<file path="src/rtl/uart_tx_arbiter.sv">
// uart_tx_arbiter
//   Shares one UART transmitter between two byte-stream requesters
//   (0 = image pixel streamer, 1 = status/telemetry). A grant covers a whole
//   packet, so one source's bytes are never interleaved with the other's.
//   A watchdog recovers from a UART that never reports txDone and from an
//   owner that stops sending in the middle of a packet.
//
// Parameters
//   TX_TIMEOUT   watchdog limit in clk cycles (2 .. 2^24-1)
//
// Ports
//   clk, rst_n                  clock, async active-low reset
//   reqN_valid/data/last        requester N byte offer (N = 0,1)
//   reqN_ready                  one-cycle pulse, byte consumed this cycle
//   tx_data, txEn, txStart      UART core transmit interface
//   txDone, txBusy              UART core status
//   grant                       one-hot packet owner, 00 when free
//   timeout_err, err_clr        sticky watchdog flag and its clear
//
// Build option
//   UART_ARB_ROUND_ROBIN_EN     defined: round-robin between simultaneous
//                               requests; undefined: requester 0 has priority
//
// state | meaning
// IDLE  | no owner; pick one when a request is seen and the UART is free
// LOCK  | packet owner holds the UART between bytes
// LOAD  | owner's ready pulse; byte captured at the end of the cycle
// START | byte handed to the UART, waiting for txDone

module uart_tx_arbiter #(
  parameter int unsigned TX_TIMEOUT = 1_000_000
) (
  input  logic       clk,
  input  logic       rst_n,
  input  logic       req0_valid,
  input  logic [7:0] req0_data,
  input  logic       req0_last,
  output logic       req0_ready,
  input  logic       req1_valid,
  input  logic [7:0] req1_data,
  input  logic       req1_last,
  output logic       req1_ready,
  output logic [7:0] tx_data,
  output logic       txEn,
  output logic       txStart,
  input  logic       txDone,
  input  logic       txBusy,
  output logic [1:0] grant,
  output logic       timeout_err,
  input  logic       err_clr
);

  localparam logic [23:0] WD_LAST = 24'(TX_TIMEOUT - 1);

  typedef enum logic [1:0] {S_IDLE, S_LOCK, S_LOAD, S_START} state_t;

  state_t      r_state;
  logic [23:0] r_wd;
  logic        r_last;
  logic [1:0]  r_grant;
  logic        r_rdy0;
  logic        r_rdy1;
  logic [7:0]  r_data;
  logic        r_txen;
  logic        r_txstart;
  logic        r_err;

  logic        w_own1;
  logic        w_own_valid;
  logic [7:0]  w_own_data;
  logic        w_own_last;
  logic        w_own_go;
  logic        w_wd_exp;
  logic        w_timeout;
  logic        w_pick1;

  // grant is one-hot, so bit 1 alone identifies the owner
  assign w_own1      = r_grant[1];
  assign w_own_valid = w_own1 ? req1_valid : req0_valid;
  assign w_own_data  = w_own1 ? req1_data  : req0_data;
  assign w_own_last  = w_own1 ? req1_last  : req0_last;
  assign w_own_go    = w_own_valid & ~txBusy;
  assign w_wd_exp    = (r_wd == WD_LAST);
  // an owner's next byte in LOCK and a txDone in START both beat the watchdog
  assign w_timeout   = w_wd_exp & (((r_state == S_START) & ~txDone) |
                                   ((r_state == S_LOCK)  & ~w_own_go));

`ifdef UART_ARB_ROUND_ROBIN_EN
  logic r_rr;
  logic w_release;

  assign w_release = w_timeout | ((r_state == S_START) & txDone & r_last);
  assign w_pick1   = req1_valid & (~req0_valid | r_rr);

  // after any release the pointer favours whoever did not just own the UART
  always_ff @(posedge clk or negedge rst_n) begin
    if (!rst_n) begin
      r_rr <= 1'b0;
    end else if (w_release) begin
      r_rr <= ~w_own1;
    end
  end
`else
  assign w_pick1 = req1_valid & ~req0_valid;
`endif

  always_ff @(posedge clk or negedge rst_n) begin
    if (!rst_n) begin
      r_state   <= S_IDLE;
      r_wd      <= '0;
      r_last    <= 1'b0;
      r_grant   <= 2'b00;
      r_rdy0    <= 1'b0;
      r_rdy1    <= 1'b0;
      r_data    <= 8'h00;
      r_txen    <= 1'b0;
      r_txstart <= 1'b0;
      r_err     <= 1'b0;
    end else begin
      r_rdy0 <= 1'b0;
      r_rdy1 <= 1'b0;
      // a timeout later in this block overrides the clear
      if (err_clr) begin
        r_err <= 1'b0;
      end
      case (r_state)
        S_IDLE: begin
          if (!txBusy && (req0_valid || req1_valid)) begin
            r_grant <= w_pick1 ? 2'b10 : 2'b01;
            r_rdy0  <= ~w_pick1;
            r_rdy1  <= w_pick1;
            r_state <= S_LOAD;
          end
        end
        S_LOCK: begin
          if (w_own_go) begin
            r_rdy0  <= ~w_own1;
            r_rdy1  <= w_own1;
            r_wd    <= '0;
            r_state <= S_LOAD;
          end else if (w_timeout) begin
            r_grant <= 2'b00;
            r_err   <= 1'b1;
            r_wd    <= '0;
            r_state <= S_IDLE;
          end else begin
            r_wd <= r_wd + 24'd1;
          end
        end
        S_LOAD: begin
          r_data    <= w_own_data;
          r_last    <= w_own_last;
          r_wd      <= '0;
          r_txen    <= 1'b1;
          r_txstart <= 1'b1;
          r_state   <= S_START;
        end
        S_START: begin
          if (txDone) begin
            r_txen    <= 1'b0;
            r_txstart <= 1'b0;
            r_wd      <= '0;
            if (r_last) begin
              r_grant <= 2'b00;
              r_state <= S_IDLE;
            end else begin
              r_state <= S_LOCK;
            end
          end else if (w_timeout) begin
            // the byte in flight is abandoned
            r_txen    <= 1'b0;
            r_txstart <= 1'b0;
            r_grant   <= 2'b00;
            r_err     <= 1'b1;
            r_wd      <= '0;
            r_state   <= S_IDLE;
          end else begin
            r_wd <= r_wd + 24'd1;
          end
        end
        default: r_state <= S_IDLE;
      endcase
    end
  end

  assign req0_ready  = r_rdy0;
  assign req1_ready  = r_rdy1;
  assign tx_data     = r_data;
  assign txEn        = r_txen;
  assign txStart     = r_txstart;
  assign grant       = r_grant;
  assign timeout_err = r_err;

endmodule

</file>
<file path="config.mk">
export PLATFORM = sky130hd
export DESIGN_NAME = uart_tx_arbiter
export DESIGN_NICKNAME = d
export VERILOG_FILES = /design/src/rtl/uart_tx_arbiter.sv
export SDC_FILE = /design/constraint.sdc
export NUM_CORES = 1
export LEC_CHECK = 0
export BUFFER_PORTS_ARGS = -buffer_cell sky130_fd_sc_hd__clkbuf_2
export CORE_ASPECT_RATIO = 0.75
export CORE_MARGIN = 2
export CORE_UTILIZATION = 50
export DETAILED_ROUTE_END_ITERATION = 7
export GPL_ROUTABILITY_DRIVEN = 0
export PLACE_DENSITY = 0.73
export SLEW_MARGIN = 10
export SYNTH_ARGS = -nofsm -noshare
export SYNTH_HDL_FRONTEND = slang
export SYNTH_SLANG_ARGS = --single-unit
</file>
<file path="constraint.sdc">
create_clock -name clk -period 2.1 [get_ports clk]
set_input_delay 0.315 -clock clk [delete_from_list [all_inputs] [get_ports clk]]
set_output_delay 0.315 -clock clk [all_outputs]
set_load 0.01 [all_outputs]
</file>
==> flow_summary.yaml <==
status:
  status: "finished, final reports clean"
die:
  io_pins: 40
  die_w_um: 79.5
  core-area_um2: 4080
  start_util_pct: 52.4
  fp.dieH_um: 60.6
  die_area_um2: 4820
  rows: 20
setup_path:
  crit_fanout: 5
  r2r_end: "r_wd[18]"
  reg2reg_depth: 6
  cp.arrival_ps: 2100
  start_kind: "flop"
  endpoint_kind: "flop"
  r2r_setup_slack_ps: 180
  critical_path_class: "reg -> reg"
  cp.required_ps: 2280
  r2r-start: "r_wd[0]"
worst_hold_path:
  hp-class: "in -> async"
synth:
  yosysMostFrequentCell: "dfrtp_1"
  synth_nets: 249
  synth_edf_count: 0
  synth_top_area_share_pct: 48.0
  ys_top_cells_by_count: "41 x dfrtp_1, 30 x nor2_1, 29 x nand2_1"
  ys_types: 44
  synthesis.area_um2: 2140
  synth_top_area_cell: "dfrtp_1"
  ys_warn_count: 0
  synthCells: 223
  ys.flop_type: "dfrtp_1"
  synth_area_leaders: "dfrtp_1 48%, xnor2_1 5.7%, nor2_1 5.3%"
  synth-seq-cells: 41
  ys_seq_area_share_pct: 48.0
  async_flop_share_pct: 100
  avgSynthCellArea_um2: 9.59
sta:
  slew_viol_final: 0
  max_freq_mhz: 521
  maxSlewHeadroom_pct: 55.6
  fin_skew_ps: 4.76
  finalCritPeriodShare_pct: 91.5
  hold_viol: 0
  setup_viol: 0
  rsz0062_at_grt: "no"
  layout_min_cycle_time_ps: 1920
  tightest_slew_ps: 666
  totalNegativeSetupSlack_ps: 0
clock_network:
  cts_buffer_depth: 2
  clk_latency_ps: 280
  cts_made_buffers: 5
  cts_tree: "yes"
  cts.reportedPaths.clkPinSlew_ps: 80
  cts_resized: 0
  cts_sinks: 41
  postCtsHoldBufs: 0
  clockRootBuffer: "clkbuf_8"
  htree_levels: 2
  post_cts_buffers: 0
drt:
  vias_per_cell: 5.16
  wire_per_inst_um: 13.2
  finalWirelength_mm: 4.27
  dr.pass1.iters: 4
  ant_nets: 0
  drcViolationCount: 0
  vias: 1673
  drt_iter0_drc: 133
grt:
  grt_pass1_wl_mm: 7.58
  grt_pass1_vias: 1680
  antenna_found_initial: 0
  grt_overflow: 0
  track_usage_pct: 20.5
  grt_max_degree: 27
layout:
  num_antenna_cells: 0
  fin_nets: 294
  stdcell_count: 324
  final_layout_size_suffix_gt1_share_pct: 25.3
  final_util_pct: 61.7
  area_delta_synth_final_pct: 17.7
  fillers: 359
  fin_area_um2: 2520
place:
  numPortBuffers: 39
  post-dp-hpwl_mm: 3.25
  placed_area_um2: 2430
  dp.cells: 316
job:
  drv_cap: 0
pwr:
  p_per_area_nw_per_um2: 971
  ir_drop_v: 0.000567
  p_leak_nw: 1.11
[registers in the layout (all words and copies together), names as in the netlist]
name and cells:
r_state 2, timeout_err 1, tx_data 8, req0_ready 1
r_wd 24, r_last 1, grant 2, req1_ready 1
txStart 1
[layout by cell type (no fill, tap or decap), drive strengths merged, types with 3 or more instances in the layout]
| master | instances |
|---|---|
| inv | 7 |
| xnor2 | 14 |
| xor2 | 7 |
| nand2 | 29 |
| nand3 | 5 |
| nor4 | 5 |
| nand2b | 4 |
| o21ai | 14 |
| and4 | 3 |
| clkbuf | 44 |
| a22o | 3 |
| nand4 | 5 |
| nor2 | 33 |
| dfrtp | 41 |
| or2 | 3 |
| mux2i | 10 |
| buf | 9 |
| nor3 | 7 |
[layout make-up]
cell class / instances / area (um2) / share of cell area [%]
clock inverters: 3 / 17.5 / 0.696
flip-flops and latches: 41 / 1030 / 40.8
repair buffers: 48 / 275 / 10.9
clock buffers: 5 / 68.8 / 2.73
multi-input cells: 165 / 1030 / 41.1
inverters: 7 / 26.3 / 1.04
well taps: 55 / 68.8 / 2.73
[worst max-delay path: stages (launching register included)]
cell and delay [ps]:
dfrtp_1 410, ha_1 210, o211a_1 230, or4b_1 590, nor3_2 180, xnor2_1 150
nor2_2 50
[worst max-delay path by stage]
| stage | startpoint | end | slack [ps] |
|---|---|---|---|
| 3_3_place_gp | r_wd[0] | r_wd[18] | 250 |
| 5_1_grt | r_wd[0] | r_wd[18] | 50 |
| 6_report | r_wd[0] | r_wd[18] | 180 |
| 2_1_floorplan | r_wd[0] | r_wd[18] | 350 |
| 4_1_cts | r_wd[0] | r_wd[18] | 190 |
| 3_5_place_dp | r_wd[0] | r_wd[20] | 200 |
[metal layers]
layer | part of all wire, % | GRT usage (%) | routed length, um
met5 | 0 | 0 | 0
met4 | 0.44 | 5.17 | 19
met3 | 3.9 | 4.46 | 167
met2 | 44 | 30.9 | 1890
met1 | 51 | 30.4 | 2200
[kinds of logic after synthesis]
kind of cell,count (synthesis),synth area share [%]
multiplexers,10,4.68
adder cells (fa/ha/maj),1,0.585
XOR/XNOR,21,8.60
flip-flops,41,48.0
AO/OA/AOI/OAI,30,9.54
AND/OR/NAND/NOR,103,24.9
buffers and inverters,17,3.69
[stage by stage]
stage               hold WS (ps)  total power [mW]  setup slack, ps
floorplan                   19.4              1.65              348
detailed placement           385              1.97              200
global route                90.7              2.63             53.8
finish                      45.9              2.44              179
global placement             373              1.95              248
CTS                         70.6              2.47              186
[power breakdown]
group / switching (mW) / internal (mW) / leakage (nW)
clock network: 0.268 / 0.229 / 0.0439
registers: 0.111 / 0.947 / 0.547
logic: 0.510 / 0.376 / 0.519
Note: power is estimated with default switching activity, not from simulation.
